**config.mk**
```make
export PLATFORM = sky130hd
export DESIGN_NAME = board_io_cond
export DESIGN_NICKNAME = d
export VERILOG_FILES = /design/src/rtl/io_cond_pkg.sv /design/src/rtl/io_debounce.sv /design/src/rtl/board_io_cond.sv
export SDC_FILE = /design/constraint.sdc
export NUM_CORES = 1
export LEC_CHECK = 0
export ABC_AREA = 1
export BUFFER_PORTS_ARGS = -buffer_cell sky130_fd_sc_hd__buf_2
export CORE_ASPECT_RATIO = 1.2
export CORE_MARGIN = 5
export CORE_UTILIZATION = 53
export DETAILED_ROUTE_END_ITERATION = 16
export MAX_ROUTING_LAYER = met4
export PLACE_DENSITY = 0.7
export SETUP_SLACK_MARGIN = 0.05
export SLEW_MARGIN = 20
export SYNTH_ARGS = -nofsm -noshare
export SYNTH_HDL_FRONTEND = slang
export SYNTH_HIERARCHICAL = 1
export SYNTH_SLANG_ARGS = --single-unit
```
**constraint.sdc**
```tcl
create_clock -name CLK -period 2.35 [get_ports CLK]
set_clock_uncertainty 0.1 [all_clocks]
set_input_delay 0.3525 -clock CLK [delete_from_list [all_inputs] [get_ports CLK]]
set_output_delay 0.3525 -clock CLK [all_outputs]
set_load 0.02 [all_outputs]
```
**src/rtl/io_cond_pkg.sv**
```systemverilog
// Shared constants and helpers for the board input conditioner.
// Cycle-count defaults assume a 100 MHz CLK.
package io_cond_pkg;

    localparam int DEBOUNCE_CYCLES_DEF = 50000;        // 0.5 ms
    localparam int LONG_CYCLES_DEF     = 100_000_000;  // 1 s

    function automatic int clog2(input int value);
        int r;
        int v;
        r = 0;
        v = value - 1;
        while (v > 0) begin
            r = r + 1;
            v = v >>> 1;
        end
        return r;
    endfunction

endpackage

```
**src/rtl/io_debounce.sv**
```systemverilog
// One button channel: synchroniser, polarity fix, debounce, edge pulses, optional long press.
// Latency SYNC_STAGES+DEBOUNCE_CYCLES edges pin->level; no backpressure. Long press under IO_COND_LONGPRESS_EN.
module io_debounce
    import io_cond_pkg::*;
#(
    parameter int   SYNC_STAGES     = 2,
    parameter int   DEBOUNCE_CYCLES = DEBOUNCE_CYCLES_DEF,
    parameter int   LONG_CYCLES     = LONG_CYCLES_DEF,
    parameter logic INVERT          = 1'b0
) (
    input  logic CLK,
    input  logic rst,
    input  logic pin,
    output logic level,
    output logic rise,
    output logic fall,
    output logic long_press
);

    localparam int             CW       = clog2(DEBOUNCE_CYCLES + 1);
    localparam logic [CW-1:0]  CNT_LAST = CW'(DEBOUNCE_CYCLES - 1);

    logic [SYNC_STAGES-1:0] sync_chain;
    logic                   sampled;
    logic [CW-1:0]          cnt;

    assign sampled = sync_chain[SYNC_STAGES-1] ^ INVERT;

    always_ff @(posedge CLK or posedge rst) begin
        if (rst) begin
            sync_chain <= '0;
            level      <= 1'b0;
            cnt        <= '0;
            rise       <= 1'b0;
            fall       <= 1'b0;
        end else begin
            sync_chain <= {sync_chain[SYNC_STAGES-2:0], pin};
            rise       <= 1'b0;
            fall       <= 1'b0;
            if (sampled == level) begin
                cnt <= '0;
            end else if (cnt != CNT_LAST) begin
                cnt <= cnt + 1'b1;
            end else begin
                // Input held different for DEBOUNCE_CYCLES consecutive cycles: accept it.
                level <= sampled;
                cnt   <= '0;
                rise  <= sampled;
                fall  <= ~sampled;
            end
        end
    end

`ifdef IO_COND_LONGPRESS_EN
    localparam int             LW       = clog2(LONG_CYCLES + 1);
    localparam logic [LW-1:0]  HOLD_MAX = LW'(LONG_CYCLES);
    localparam logic [LW-1:0]  HOLD_PRE = LW'(LONG_CYCLES - 1);

    logic [LW-1:0] hold_cnt;

    // Saturating at HOLD_MAX is what limits the pulse to one per press.
    always_ff @(posedge CLK or posedge rst) begin
        if (rst) begin
            hold_cnt   <= '0;
            long_press <= 1'b0;
        end else if (!level) begin
            hold_cnt   <= '0;
            long_press <= 1'b0;
        end else begin
            if (hold_cnt != HOLD_MAX) begin
                hold_cnt <= hold_cnt + 1'b1;
            end
            long_press <= (hold_cnt == HOLD_PRE);
        end
    end
`else
    assign long_press = 1'b0;
`endif

endmodule

```
**src/rtl/board_io_cond.sv**
```systemverilog
// Board input conditioner: master reset generation, per-button debounce, switch sync (IO_COND_LONGPRESS_EN adds btn_long).
// rst_out deasserts RST_STAGES edges after release; switches SYNC_STAGES latency; no backpressure.
module board_io_cond
    import io_cond_pkg::*;
#(
    parameter int                 NUM_BTN         = 6,
    parameter int                 NUM_SW          = 8,
    parameter int                 SYNC_STAGES     = 2,
    parameter int                 RST_STAGES      = 2,
    parameter int                 DEBOUNCE_CYCLES = DEBOUNCE_CYCLES_DEF,
    parameter logic [NUM_BTN-1:0] BTN_INVERT      = '0,
    parameter int                 LONG_CYCLES     = LONG_CYCLES_DEF
) (
    input  logic               CLK,
    input  logic               reset_trigger,
    input  logic               locked,
    input  logic [NUM_BTN-1:0] btn_raw,
    input  logic [NUM_SW-1:0]  sw_raw,
    output logic               rst_out,
    output logic [NUM_BTN-1:0] btn_level,
    output logic [NUM_BTN-1:0] btn_rise,
    output logic [NUM_BTN-1:0] btn_fall,
    output logic [NUM_BTN-1:0] btn_long,
    output logic [NUM_SW-1:0]  sw_sync
);

    logic                  rst_a;
    logic [RST_STAGES-1:0] rst_chain;
    logic [NUM_SW-1:0]     sw_chain [SYNC_STAGES];

    // Losing clock lock is treated exactly like an external reset request.
    assign rst_a   = reset_trigger | ~locked;
    assign rst_out = rst_chain[RST_STAGES-1];

    always_ff @(posedge CLK or posedge rst_a) begin
        if (rst_a) begin
            rst_chain <= '1;
        end else begin
            rst_chain <= rst_chain << 1;
        end
    end

    always_ff @(posedge CLK or posedge rst_out) begin
        if (rst_out) begin
            for (int s = 0; s < SYNC_STAGES; s++) begin
                sw_chain[s] <= '0;
            end
        end else begin
            sw_chain[0] <= sw_raw;
            for (int s = 1; s < SYNC_STAGES; s++) begin
                sw_chain[s] <= sw_chain[s-1];
            end
        end
    end

    assign sw_sync = sw_chain[SYNC_STAGES-1];

    for (genvar i = 0; i < NUM_BTN; i++) begin : g_btn
        io_debounce #(
            .SYNC_STAGES     (SYNC_STAGES),
            .DEBOUNCE_CYCLES (DEBOUNCE_CYCLES),
            .LONG_CYCLES     (LONG_CYCLES),
            .INVERT          (BTN_INVERT[i])
        ) u_debounce (
            .CLK        (CLK),
            .rst        (rst_out),
            .pin        (btn_raw[i]),
            .level      (btn_level[i]),
            .rise       (btn_rise[i]),
            .fall       (btn_fall[i]),
            .long_press (btn_long[i])
        );
    end

endmodule

```
-- Word-level counts from Yosys, hierarchy flattened
Cells that the tools add are included.
- add/subtract/negate cells: 6
- $mul: 0
- divide/modulo/power cells: 0
- order comparisons: 0
- equality and inequality tests: 12
- shifts and indexed selects: 0
- multiplexer cells: 36
- bitwise gates (word level): 20
- reduce and logical (&&, ||, !) cells: 6
- operators by type and width (operator ; count):
    two-way mux 16 bit ; 12
    adder 16 x 1 -> 16 bit, second input constant ; 6
    inequality test 16 bit, second input constant ; 6
    two-way mux 1 bit ; 24
    NOT 1 bit ; 19
    AND reduction 2 bit ; 6
    equality test 1 bit ; 6
    bitwise OR 1 bit ; 1
- register bits after elaboration: 144
- bits in latches: 0
- bits in writable memories: 0
- memory bits (read-only): 0
- input port bits: 17
- output and inout port bits: 33
- word-level logic and storage cells: 113
- memories: 0

-- Depth between registers and ports, before layout
- depth in word-level cells: 3
- mapped depth: 7
- gate-level depth less buffers: 7

-- Modules after synthesis
Netlist, hierarchy kept.
- by module, submodules not included (module ; instances ; cells each ; area an instance (um^2) ; sequential area each (um^2)):
    io_debounce ; 6 ; 133 ; 1119.8 ; 525.5
    board_io_cond ; 1 ; 30 ; 530.5 ; 452.9

-- Least setup slack after synthesis
No wires, ideal clock.
- path kind: register to register
- start: reg g_btn[0].u_debounce.cnt[0]
- end: reg g_btn[0].u_debounce.level
- setup time: 0.121 ns
- arrival time: 1.142 ns
- required time: 2.129 ns
- setup slack: 0.986 ns
- cell stages (with the launch flop): 7
- path buffers: 0
- period minus slack after synthesis: 1.364 ns
- path through: dfrtp_1 -> ha_1 -> nand3_4 -> nor2_4 -> nand2_4 -> nor2_1 -> a21oi_2
- longest elaborated chain between the ends: 3
- ends and longest elaborated chain (what ; RTL line ; source):
    start, declared ; io_debounce.sv:25 ; logic [CW-1:0] cnt;
    start signal, assigned ; io_debounce.sv:43 ; cnt <= cnt + 1'b1;
    inequality test 16 bit ; io_debounce.sv:42 ; end else if (cnt != CNT_LAST) begin
    NOT 1 bit (no source line) ; n/a ;
    AND reduction 2 bit (no source line) ; n/a ;
    end signal, assigned ; io_debounce.sv:46 ; level <= sampled;
    end, declared ; io_debounce.sv:14 ; output logic level,
Every way passes these cells.
A chain may end at the register's enable or synchronous reset.

-- Final worst setup path
- start: reg rst_chain[1]
- end: out rst_out
- RTL lines (what ; RTL line ; source):
    start, declared ; board_io_cond.sv:28 ; logic [RST_STAGES-1:0] rst_chain;
    start signal, assigned ; board_io_cond.sv:39 ; rst_chain <= rst_chain << 1;
    end, declared ; board_io_cond.sv:19 ; output logic rst_out,
No word-level cell between the ends.

==> impl_metrics.ini <==
[status]
outcome = finished, final reports clean

[synthesis]
syn_inst = 828
synth_area_um2 = 7250
yosysWarnings = 6
synth.distinct_cells = 27
synth_nets = 851
syn_area_per_cell_um2 = 8.76
synth_seq_cells = 144
yosysSeqAreaShare_pct = 49.7

[floorplan]
start_util_pct = 54.5
ios = 50
die_h_um = 138
die-area_um2 = 16100
fp.coreArea_um2 = 13300
die_x_um = 117
rows = 46

[route]
drtPass1Iterations = 5
drtIter0Drc = 350
via_count = 5391
viasPerCell = 5.05
drt-total-wl_um = 14100
postRouteAntennaNets = 0
avgRoutedWirePerCell_um = 13.2
drc = 0

[critical_path]
slowest_stage = dfstp_2
startpoint_type = register
reg2reg_depth = 6
slowest_delay_ns = 0.63
r2r-start = g_btn[2].u_debounce/cnt[0]
r2r-end = g_btn[2].u_debounce/cnt[14]
cp-end-kind = primary output
reg2reg_slack_ns = 0.84
cp_num_buf_inv = 1
path_class = register to primary output
cp_top_family = flip-flops
crit_path_cell_trace = buf_2
worst-path-max-fanout = 8
cp.arrival_ns = 1.25
cp.required_ns = 1.90

[sta]
drv_slew = 0
fmax_mhz = 587
finalCritPeriodShare_pct = 72.5
fin_crit_ns = 1.70
finalSetupViolations = 0
worst_pin_slew_ns = 0.798
hold_viol = 0
setup_tns_ns = 0
maxSlewHeadroom_pct = 46.7
hold_ws_ns = 0.248
rsz0062_at_grt = no

[clocking]
cts-root-buf = clkbuf_16
numCtsBuffers = 17
clkSinkCount = 144
cts_tree = yes
clk_pin_slew_worst_paths_ns = 0.06
clk_latency_ns = 0.42
post_cts_resized = 0
h-tree-depth = 4
clock_tree.buffer_depth = 2

[pwr]
p_int_mw = 4.34
irDropWorstVdd_v = 0.000528
p_switching_mw = 1.22
p_comb_share_pct = 4.1
power.density_nw_per_um2 = 668
p_leak_nw = 4.05
switching_share_pct = 21.9
seqPwrFrac_pct = 46.5
p_clk_share_pct = 49.5

[global_routing]
grt_pass1_vias = 5474
busiest_layer = met2
antenna_found_initial = 0
gr-usage-met2_pct = 30.6
grt.overflow.total = 0
gr-usage-met1_pct = 23.9
grt_max_degree = 22
grt_use_total_pct = 19.3
grt_first_pass_wirelength_um = 24700
gr-usage-met3_pct = 4.67

[finish]
most-common-layout-cells = nor2_1 (174), dfrtp_1 (142), nand2_1 (132), inv_1 (80), nand3_1 (60)
final_nets = 909
n_fill_cell = 1102
drive_gt1_share_pct = 21.2
antenna_cells = 0
syn2layout_area_growth_pct = 14.7
finalInstanceArea_um2 = 8320
mostFrequentLayoutCell = nor2_1

[hold_path]
hold_path_depth = 0
hold_path_class = register to register
whs_endpoint = sw_sync[3]
min_from = sw_chain[11]

[place]
placed_cell_area_um2 = 7540
portBuffers = 43
dp_hpwl_um = 10300
gp_congestion = 0.926

[run]
maxCapViolations = 0
[kinds of logic after synthesis]
logic type / share of synthesized area (%)
flip-flops: 49.7
other: 0.363
AO/OA/AOI/OAI: 2.80
AND/OR/NAND/NOR: 33.3
buffers and inverters: 6.94
adder cells (fa/ha/maj): 1.04
XOR/XNOR: 5.80
[registers in the layout, indices dropped and copies added (netlist names)]
register                     cells
g_btn.u_debounce/cnt            96
g_btn.u_debounce/sync_chain     12
sw_chain                         8
sw_sync                          8
g_btn.u_debounce/fall            6
g_btn.u_debounce/level           6
g_btn.u_debounce/rise            6
rst_chain                        2
[power by group through the flow]
| stage | Sequential [mW] | Clock, mW | Combinational, mW |
|---|---|---|---|
| floorplan | 2.62 | 0 | 0.171 |
| detailed placement | 2.62 | 0 | 0.208 |
| global route | 2.59 | 2.92 | 0.258 |
| global placement | 2.62 | 0 | 0.201 |
| finish | 2.58 | 2.75 | 0.226 |
| CTS | 2.58 | 2.80 | 0.231 |
[per-layer routing]
metal	vias up	share of wire (%)	routed length (um)
met5	-	0	0
met4	0	1.9	271
met3	25	4.3	602
met2	113	49	6960
met1	2587	44	6250
li1	2666	-	-
[timing repair]
action	4_1_cts	5_1_grt
hold buffers	16	0
buffers inserted	0	0
hold endpoints to repair	16	0
[cell usage after synthesis, drive strengths merged]
cell type | instances | share of area, %
nand4 | 12 | 1.0
inv | 98 | 5.1
dfstp | 2 | 0.72
or2 | 6 | 0.52
a31oi | 12 | 1.0
o21bai | 6 | 0.62
ha | 6 | 1.0
conb | 7 | 0.36
nand2 | 150 | 9.2
a21oi | 12 | 1.1
dfrtp | 142 | 49
nor2 | 217 | 13
buf | 20 | 1.9
nand3 | 72 | 6.4
nor3 | 18 | 3.0
xnor2 | 24 | 2.9
xor2 | 24 | 2.9
[worst max-delay path by stage]
stage / to / cells past startpoint / start / slack (ns)
floorplan: g_btn[0].u_debounce/level / 6 / g_btn[0].u_debounce/cnt[0] / 0.99
global placement: g_btn[3].u_debounce/level / 6 / g_btn[3].u_debounce/cnt[0] / 0.93
finish: rst_out / 1 / rst_chain[1] / 0.65
CTS: rst_out / 1 / rst_chain[1] / 0.62
global route: rst_out / 1 / rst_chain[1] / 0.60
detailed placement: g_btn[5].u_debounce/level / 6 / g_btn[5].u_debounce/cnt[0] / 0.87
[final cells by class]
| class | count | area, um^2 | share of cell area [%] |
|---|---|---|---|
| Sequential cell | 144 | 3610 | 43.4 |
| Multi-Input combinational cell | 566 | 3140 | 37.8 |
| Inverter | 98 | 368 | 4.42 |
| Timing Repair Buffer | 59 | 375 | 4.51 |
| Clock inverter | 12 | 160 | 1.93 |
| Tap cell | 168 | 210 | 2.53 |
| Clock buffer | 20 | 457 | 5.49 |
[per-stage QoR]
step	util (%)	instances	setup WS, ns	power, mW
floorplan	-	828	0.986	2.79
CTS	62.6	1067	0.622	5.61
finish	62.6	1067	0.647	5.55
global placement	56.7	1019	0.934	2.82
detailed placement	56.7	1019	0.869	2.83
global route	62.6	1067	0.598	5.77
Power figures use the tool's default switching activity.
